[src/rtl/dram_arbiter.sv]
// Round-robin arbiter giving NUM_CORES cores shared access to a single-port DRAM.
// One access in flight: IDLE grants, ISSUE drives the DRAM, RESP returns the ack.
module dram_arbiter #(
    parameter int NUM_CORES = 2,
    parameter int ADDR_W    = 16,
    parameter int DATA_W    = 16
) (
    input  logic                        clk,
    input  logic                        rst,
    input  logic [NUM_CORES-1:0]        core_req,
    input  logic [NUM_CORES-1:0]        core_we,
    input  logic [NUM_CORES*ADDR_W-1:0] core_addr,
    input  logic [NUM_CORES*DATA_W-1:0] core_wdata,
    output logic [NUM_CORES-1:0]        core_ack,
    output logic [DATA_W-1:0]           core_rdata,
    output logic                        mem_write_en,
    output logic [ADDR_W-1:0]           mem_addr,
    output logic [DATA_W-1:0]           mem_data_in,
    input  logic [DATA_W-1:0]           mem_data_out
);

    localparam int IDX_W = (NUM_CORES > 1) ? $clog2(NUM_CORES) : 1;

    typedef enum logic [1:0] {
        IDLE  = 2'd0,
        ISSUE = 2'd1,
        RESP  = 2'd2
    } state_t;

    state_t               state_q, state_d;
    logic [IDX_W-1:0]     rr_ptr_q, rr_ptr_d;
    logic [IDX_W-1:0]     grant_q, grant_d;
    logic                 is_wr_q, is_wr_d;
    logic [NUM_CORES-1:0] ack_q, ack_d;
    logic [DATA_W-1:0]    rdata_q, rdata_d;
    logic                 we_q, we_d;
    logic [ADDR_W-1:0]    addr_q, addr_d;
    logic [DATA_W-1:0]    wdata_q, wdata_d;

    logic [NUM_CORES-1:0] eligible;
    logic                 pick_found;
    logic [IDX_W-1:0]     pick_idx;
    logic [IDX_W-1:0]     pick_next;
    int                   cand;

    // A core still seeing its ack is masked so it cannot be issued twice.
    assign eligible = core_req & ~ack_q;

    always_comb begin
        pick_found = 1'b0;
        pick_idx   = '0;
        cand       = 0;
        for (int k = 0; k < NUM_CORES; k++) begin
            cand = int'(rr_ptr_q) + k;
            if (cand >= NUM_CORES) begin
                cand = cand - NUM_CORES;
            end
            if (!pick_found && eligible[IDX_W'(cand)]) begin
                pick_found = 1'b1;
                pick_idx   = IDX_W'(cand);
            end
        end
    end

    always_comb begin
        pick_next = pick_idx + IDX_W'(1);
        if (int'(pick_idx) == NUM_CORES - 1) begin
            pick_next = '0;
        end
    end

    always_comb begin
        state_d  = state_q;
        rr_ptr_d = rr_ptr_q;
        grant_d  = grant_q;
        is_wr_d  = is_wr_q;
        ack_d    = '0;
        rdata_d  = rdata_q;
        we_d     = we_q;
        addr_d   = addr_q;
        wdata_d  = wdata_q;
        unique case (state_q)
            IDLE: begin
                we_d = 1'b0;
                if (pick_found) begin
                    grant_d  = pick_idx;
                    rr_ptr_d = pick_next;
                    is_wr_d  = core_we[pick_idx];
                    we_d     = core_we[pick_idx];
                    addr_d   = core_addr[int'(pick_idx)*ADDR_W +: ADDR_W];
                    wdata_d  = core_wdata[int'(pick_idx)*DATA_W +: DATA_W];
                    state_d  = ISSUE;
                end
            end
            ISSUE: begin
                we_d    = 1'b0;
                state_d = RESP;
            end
            RESP: begin
                ack_d[grant_q] = 1'b1;
                if (!is_wr_q) begin
                    rdata_d = mem_data_out;
                end
                state_d = IDLE;
            end
            default: begin
                we_d    = 1'b0;
                state_d = IDLE;
            end
        endcase
    end

    always_ff @(posedge clk) begin
        if (rst) begin
            state_q  <= IDLE;
            rr_ptr_q <= '0;
            grant_q  <= '0;
            is_wr_q  <= 1'b0;
            ack_q    <= '0;
            rdata_q  <= '0;
            we_q     <= 1'b0;
            addr_q   <= '0;
            wdata_q  <= '0;
        end else begin
            state_q  <= state_d;
            rr_ptr_q <= rr_ptr_d;
            grant_q  <= grant_d;
            is_wr_q  <= is_wr_d;
            ack_q    <= ack_d;
            rdata_q  <= rdata_d;
            we_q     <= we_d;
            addr_q   <= addr_d;
            wdata_q  <= wdata_d;
        end
    end

    assign core_ack     = ack_q;
    assign core_rdata   = rdata_q;
    assign mem_write_en = we_q;
    assign mem_addr     = addr_q;
    assign mem_data_in  = wdata_q;

endmodule

[config.mk]
export PLATFORM = sky130hd
export DESIGN_NAME = dram_arbiter
export DESIGN_NICKNAME = d
export VERILOG_FILES = /design/src/rtl/dram_arbiter.sv
export SDC_FILE = /design/constraint.sdc
export NUM_CORES = 1
export LEC_CHECK = 0
export CAP_MARGIN = 10
export CORE_MARGIN = 2
export CORE_UTILIZATION = 23
export CTS_CLUSTER_SIZE = 16
export DETAILED_ROUTE_END_ITERATION = 10
export MAX_ROUTING_LAYER = met4
export SLEW_MARGIN = 5
export SYNTH_ARGS = -nofsm -noshare
export SYNTH_HDL_FRONTEND = slang
export SYNTH_SLANG_ARGS = --single-unit
[constraint.sdc]
create_clock -name clk -period 2.3 [get_ports clk]
set_input_delay 0.575 -clock clk [delete_from_list [all_inputs] [get_ports clk]]
set_output_delay 0.575 -clock clk [all_outputs]
set_load 0.01 [all_outputs]
==> summary.md, run 1 <==
| Metric | Value |
|---|---|
| Status | completed |
| Leak | 1.39 nW |
| Area growth syn-to-layout | 65.4% |
| Initial antenna violation count | 0 |
| Seq pwr share | 44.8% |
| Area share of and/or/nand/nor cells after synthesis | 14.1% |
| CTS H-tree depth | 2 |
| Post-synthesis async set-or-reset flop share | 0% |
| Synth Area in Adders | 0% |
| Hpwl dp | 4.76 mm |
| Hold Path Stages | 1 |
| Vias | 2,100 |
| Comb pwr share | 26.8% |
| RR Startpoint | state_q[1] |
| Initial Util | 23.6% |
| Die W | 107 um |
| Non-filler instance count after layout | 502 |
| Max Cap Violations | 0 |
| Clock Power Share | 28.4% |
| Avg WL per Cell | 12.6 um |
| RR Endpoint | core_rdata[11] |
| Worst Hold Launch | grant_q |
| Row count | 37 |
| Seq cells post-synth | 56 |
| Yosys cell types | 22 |
| Share of layout cells above drive strength 1 | 13.9% |
| CP cell instances | clkdlybuf4s50_1 |
| Buf/Inv on CP | 1 |
| Number of global-route vias before repair | 2,099 |
| Remaining DRCs | 0 |
| Worst-path clk slew | 0.11 ns |
| Worst Skew | 0.00741 ns |
| Worst-Skew Late Latency | 0.31 ns |
| Hold-fix buffers at CTS | 0 |
| Mean Syn Cell Area | 10.3 um^2 |
| Synthesized area | 0.00244 mm^2 |
| Root Buffer | clkbuf_8 |
| Post-Syn Instances | 237 |
| Crit-path leading delay family | buffers and inverters |
| Slowest-stage cell, CP | clkdlybuf4s50_1 |
| Slew HR | 63.3% |
| Clock period minus worst slack | 1.84 ns |
| Fmax | 0.542 GHz |
| Register area share after synthesis | 45.9% |
| Syn Nets | 323 |
| Startpoint type of the worst setup path | flop |
| Largest net degree at the start of global routing | 36 |
| Slew Limit Fails | 0 |
| Post-route ant nets | 0 |
| CP required | 1.73 ns |
| Hold path endpoint | core_ack[0] |
| Worst vdd ir | 333 uV |
| Fin nets | 451 |
| Placed Cells | 494 |
| Crit path capture type | output pin |
| Top cells by area, synth | dfxtp_1 46%, a211oi_2 16%, mux2i_1 14% |
| Overflow after GRT | 0 |
| GP Congestion | 0.693 |
| Crit-path max cell delay | 0.57 ns |
| Iter 0 DRT Violations | 70 |
| XOR/XNOR share of the synthesized area | 0.359% |
| Worst Path Arrival | 1.27 ns |
| Worst Reg-to-Reg Cells | 3 |
| Setup TNS | 0 ns |
| PortBufs | 135 |
| Psw | 0.656 mW |
| Yosys top cell area share | 45.9% |
| Ys Warns | 0 |
| CTS tree | built |
| Type of the worst setup path | flop to output pin |
| Worst slew pin tran | 0.550 ns |
| Hold Path Class | flop to flop |
| Net switching share of the total power | 27.2% |
| Full die area | 0.0114 mm^2 |
| Cell taking the most area after synthesis | dfxtp_1 |
| Worst Setup SP | core_ack[0] |
| Worst hold slack | 0.448 ns |
| Main combinational cell family by area after synthesis | compound AO/OA/AOI/OAI gates |
| Post-CTS sizing | 0 |
| Pint | 1.76 mW |
| CTS max path bufs | 2 |
| Clock sink count | 56 |
| # diodes | 0 |
| WL final | 6.35 mm |
| Setup repair bufs after CTS | 0 |
| Final-report setup violation count | 0 |
| TritonRoute pass-1 iters | 4 |
| Global-route wire length before repair | 10.2 mm |
| Main flop type after synthesis | dfxtp_1 |
| CTS Buf Count | 5 |
| Fin. Hold Viols | 0 |
| R2R setup slack | 0.81 ns |
| IO Count | 137 |
| Synth Area in Compound Gates | 20.1% |
| Post-synth EDFFs | 0 |
| RSZ-0062 raised after global routing | false |
| Total GRT Usage | 11.4% |
| Die Ht | 107 um |
| Area of the core | 0.0103 mm^2 |
| PD cells | 598 mW/mm^2 |
| Final period util | 80.2% |
| Max FO, Critical Path | 2 |
| Vias per inst | 4.18 |
| Multiplexer area fraction after synthesis | 14.0% |
==> state kept, by name, indices dropped and copies added (netlist names) <==
name and flops:
core_rdata 16, mem_addr 16, mem_data_in 16, core_ack 2, state_q 2, grant_q 1
is_wr_q 1, mem_write_en 1, rr_ptr_q 1
==> synth_stat cells (2+ instances only) <==
library cell  count
dfxtp_1          56
nor2_1           34
mux2i_1          33
nand2_1          33
a211oi_2         32
a21oi_1          18
buf_6             6
clkbuf_1          6
buf_2             5
buf_4             2
==> metal layers <==
layer	vias up	GRT usage [%]	part of all wire [%]	wire [um]
li1	1077	-	-	-
met1	947	13.1	44	2770
met2	70	20.2	48	3070
met3	6	2.55	7.1	453
met4	0	2.78	0.98	62
met5	-	-	0	0
==> logic make-up after synthesis <==
| group | count (synthesis) |
|---|---|
| XOR/XNOR | 1 |
| flip-flops | 56 |
| AO/OA/AOI/OAI | 50 |
| multiplexers | 34 |
| buffers and inverters | 20 |
| AND/OR/NAND/NOR | 76 |
==> cell type report <==
cell class | instances | area, um^2
clock buffers | 5 | 68.8
clock inverters | 3 | 50.0
fillers | 1018 | 6290
multi-input cells | 161 | 1180
flip-flops and latches | 56 | 1120
well taps | 136 | 170
repair buffers | 141 | 1440
==> power groups by stage <==
| stage | sequential (mW) | clock [mW] | combinational, mW |
|---|---|---|---|
| 6_report | 1.08 | 0.685 | 0.646 |
| 5_1_grt | 1.09 | 0.764 | 0.700 |
| 4_1_cts | 1.08 | 0.726 | 0.662 |
| 3_5_place_dp | 1.10 | 0 | 0.661 |
| 3_3_place_gp | 1.10 | 0 | 0.652 |
| 2_1_floorplan | 1.13 | 0 | 0.305 |
==> per-stage QoR <==
step | utilization (%) | power [mW] | setup WS (ns) | area [um^2]
after floorplan | - | 1.44 | 0.794 | 2440
after global placement | 37.9 | 1.75 | 0.255 | 3920
after detailed placement | 37.9 | 1.77 | 0.242 | 3920
after CTS | 39.1 | 2.47 | 0.422 | 4040
after global routing | 39.1 | 2.56 | 0.401 | 4040
final | 39.1 | 2.41 | 0.456 | 4040
==> worst reg2reg max path, delay by kind of cell (launching register included) <==
| family | cells | cell delay [ns] |
|---|---|---|
| flops | 1 | 0.49 |
| simple gates | 2 | 0.81 |
| compound gates | 1 | 0.07 |
==> worst max path at each step <==
stage | slack [ns] | cells after the start | end
finish | 0.46 | 1 | core_ack[0]
global route | 0.40 | 1 | core_ack[0]
CTS | 0.42 | 1 | core_ack[0]
detailed placement | 0.24 | 5 | grant_q
global placement | 0.25 | 5 | grant_q
floorplan | 0.79 | 3 | mem_addr[10]
==> layout by cell type (no fill, tap or decap), drive strengths merged, types with 2 or more instances in the layout <==
| master | instances |
|---|---|
| nor4b | 2 |
| dfxtp | 56 |
| clkdlybuf4s50 | 134 |
| nor3b | 2 |
| a211oi | 32 |
| buf | 7 |
| mux2i | 33 |
| inv | 2 |
| nor2 | 34 |
| clkbuf | 5 |
| nand2 | 33 |
| a21oi | 18 |
Note: power is estimated with default switching activity, not from simulation.
==> inputs of run 2 (changes only) <==
- clock period: 2.3 -> 1.73 ns (I/O delays scaled with it)
==> summary.md, run 2 (synthesis results as in run 1) <==
| Metric | Value |
|---|---|
| Final design area excluding fillers | 0.00408 mm^2 (+1.2%) |
| Area of the core | 0.0103 mm^2 (unchanged) |
| Max FO, Critical Path | 2 (unchanged) |
| PD cells | 750 mW/mm^2 (+25%) |
| Row count | 37 (unchanged) |
| Final period util | 95.3% |
| Status | completed |
| CTS Buf Count | 5 (unchanged) |
| Slew Limit Fails | 0 (unchanged) |
| Largest net degree at the start of global routing | 31 (-14%) |
| Fin. Hold Viols | 0 (unchanged) |
| Worst vdd ir | 340 uV (+2.1%) |
| Initial Util | 23.6% (unchanged) |
| Worst Path Arrival | 1.22 ns (-0.05 ns) |
| TritonRoute pass-1 iters | 4 (unchanged) |
| Layout Utilization | 39.6% (+0.46 points) |
| Crit path capture type | output pin |
| Leak | 1.44 nW (+3.6%) |
| Fmax | 0.607 GHz |
| Pint | 2.21 mW (+25%) |
| Initial antenna violation count | 0 (unchanged) |
| Worst-path clk slew | 0.11 ns (about the same) |
| Post-route ant nets | 0 (unchanged) |
| Area of the multi-input gates | 0.00118 mm^2 (unchanged) |
| Avg WL per Cell | 12.5 um (-0.90%) |
| Clock sink count | 56 (unchanged) |
| CP required | 1.30 ns (-0.43 ns) |
| Most frequent cells in the layout | 133 x clkdlybuf4s50_1, 55 x dfxtp_1, 34 x nor2_1 |
| Most common cell after layout, fill and taps aside | clkdlybuf4s50_1 |
| Iter 0 DRT Violations | 36 (-49%) |
| RSZ-0062 raised after global routing | false |
| Max Cap Violations | 0 (unchanged) |
| Die Ht | 107 um (unchanged) |
| Fin nets | 459 (+1.8%) |
| Worst slew pin tran | 0.557 ns (+0.00738 ns) |
| Hpwl dp | 4.93 mm (+3.4%) |
| # diodes | 0 (unchanged) |
| Type of the worst setup path | flop to output pin |
| Crit-path leading delay family | buffers and inverters |
| Number of global-route vias before repair | 2,119 (+0.95%) |
| Vias per inst | 4.21 (+0.63%) |
| Hold Path Class | flop to flop |
| Startpoint type of the worst setup path | flop |
| CTS max path bufs | 2 (unchanged) |
| Full die area | 0.0114 mm^2 (unchanged) |
| Hold-fix buffers at CTS | 0 (unchanged) |
| WL final | 6.39 mm (+0.68%) |
| GP Congestion | 0.708 (+2.1%) |
| PortBufs | 135 (unchanged) |
| Die W | 107 um (unchanged) |
| Net switching share of the total power | 28.0% (+0.82 points) |
| Final-report setup violation count | 0 (unchanged) |
| Crit-path max cell delay | 0.56 ns (about the same) |
| IO Count | 137 (unchanged) |
| CTS tree | built |
| Share of layout cells above drive strength 1 | 15.8% (+1.8 points) |
| CTS H-tree depth | 2 (unchanged) |
| Worst-Skew Late Latency | 0.31 ns (about the same) |
| Worst Skew | 0.00979 ns (+0.00238 ns) |
| Slew HR | 62.8% (-0.49 points) |
| Buf/Inv on CP | 1 (unchanged) |
| Slowest-stage cell, CP | clkdlybuf4s50_1 |
| Setup repair bufs after CTS | 0 (unchanged) |
| Comb pwr share | 28.8% (+2.0 points) |
| # fillers | 1,020 (+0.20%) |
| Clock Power Share | 24.0% (-4.4 points) |
| Area growth syn-to-layout | 67.4% |
| Vias | 2,147 (+2.2%) |
| Total GRT Usage | 11.3% (-0.14 points) |
| CP cell instances | clkdlybuf4s50_1 |
| Overflow after GRT | 0 (unchanged) |
| Reg area | 0.00112 mm^2 (unchanged) |
| Global-route wire length before repair | 10.1 mm (-1.3%) |
| Root Buffer | clkbuf_8 |
| Psw | 0.857 mW (+31%) |
| Seq pwr share | 47.2% (+2.4 points) |
| Remaining DRCs | 0 (unchanged) |
| Clock period minus worst slack | 1.65 ns |
| Placed cell area | 0.00399 mm^2 (+1.9%) |
-- run 2: per-layer routing --
metal  GRT usage (%)  vias up  routed length [um]
met3            3.10        2                 486
li1                -     1092                   -
met2            19.8       76                3150
met1            12.9      977                2730
met5               -        -                   0
met4            2.23        0                  23
-- run 2: final cells by class --
class / count / area share, %
Timing Repair Buffer: 149 / 37.1
Multi-Input combinational cell: 161 / 29.0
Sequential cell: 56 / 27.5
Tap cell: 136 / 4.17
Clock buffer: 5 / 1.69
Clock inverter: 3 / 0.551
-- run 2: what timing repair did --
action | CTS | global route
endpoints found under the hold margin | 0 | 0
gates resized for setup | 0 | 1
endpoints found under the setup margin | 0 | 1
-- run 2: power groups by stage --
| stage | Combinational [mW] | Sequential, mW | Clock, mW |
|---|---|---|---|
| finish | 0.883 | 1.44 | 0.735 |
| global route | 0.949 | 1.46 | 0.840 |
| CTS | 0.901 | 1.45 | 0.787 |
| detailed placement | 0.899 | 1.48 | 0 |
| global placement | 0.884 | 1.47 | 0 |
| floorplan | 0.405 | 1.50 | 0 |
-- run 2: path summary, 6_finish.rpt --
| path | from | to | slack [ns] | depth (start not counted) |
|---|---|---|---|---|
| hold / removal | grant_q | core_ack[0] | 0.45 | 1 |
| hold reg to reg | grant_q | core_ack[0] | 0.45 | 1 |
| setup / recovery | mem_data_in[2] | mem_data_in[2] | 0.08 | 1 |
| setup reg to reg | state_q[1] | core_rdata[1] | 0.26 | 3 |
-- run 2: metrics by stage --
step           setup TNS [ns]  setup WS, ns  power, mW  hold slack [ns]  std cells
6_report                    0        0.0814       3.06            0.455        510
3_3_place_gp            -1.16       -0.0642       2.36            0.442        502
2_1_floorplan               0         0.367       1.91            0.415        237
4_1_cts                     0       0.00290       3.14            0.453        510
5_1_grt                     0        0.0199       3.25            0.483        510
3_5_place_dp            -1.99       -0.0968       2.38            0.445        502
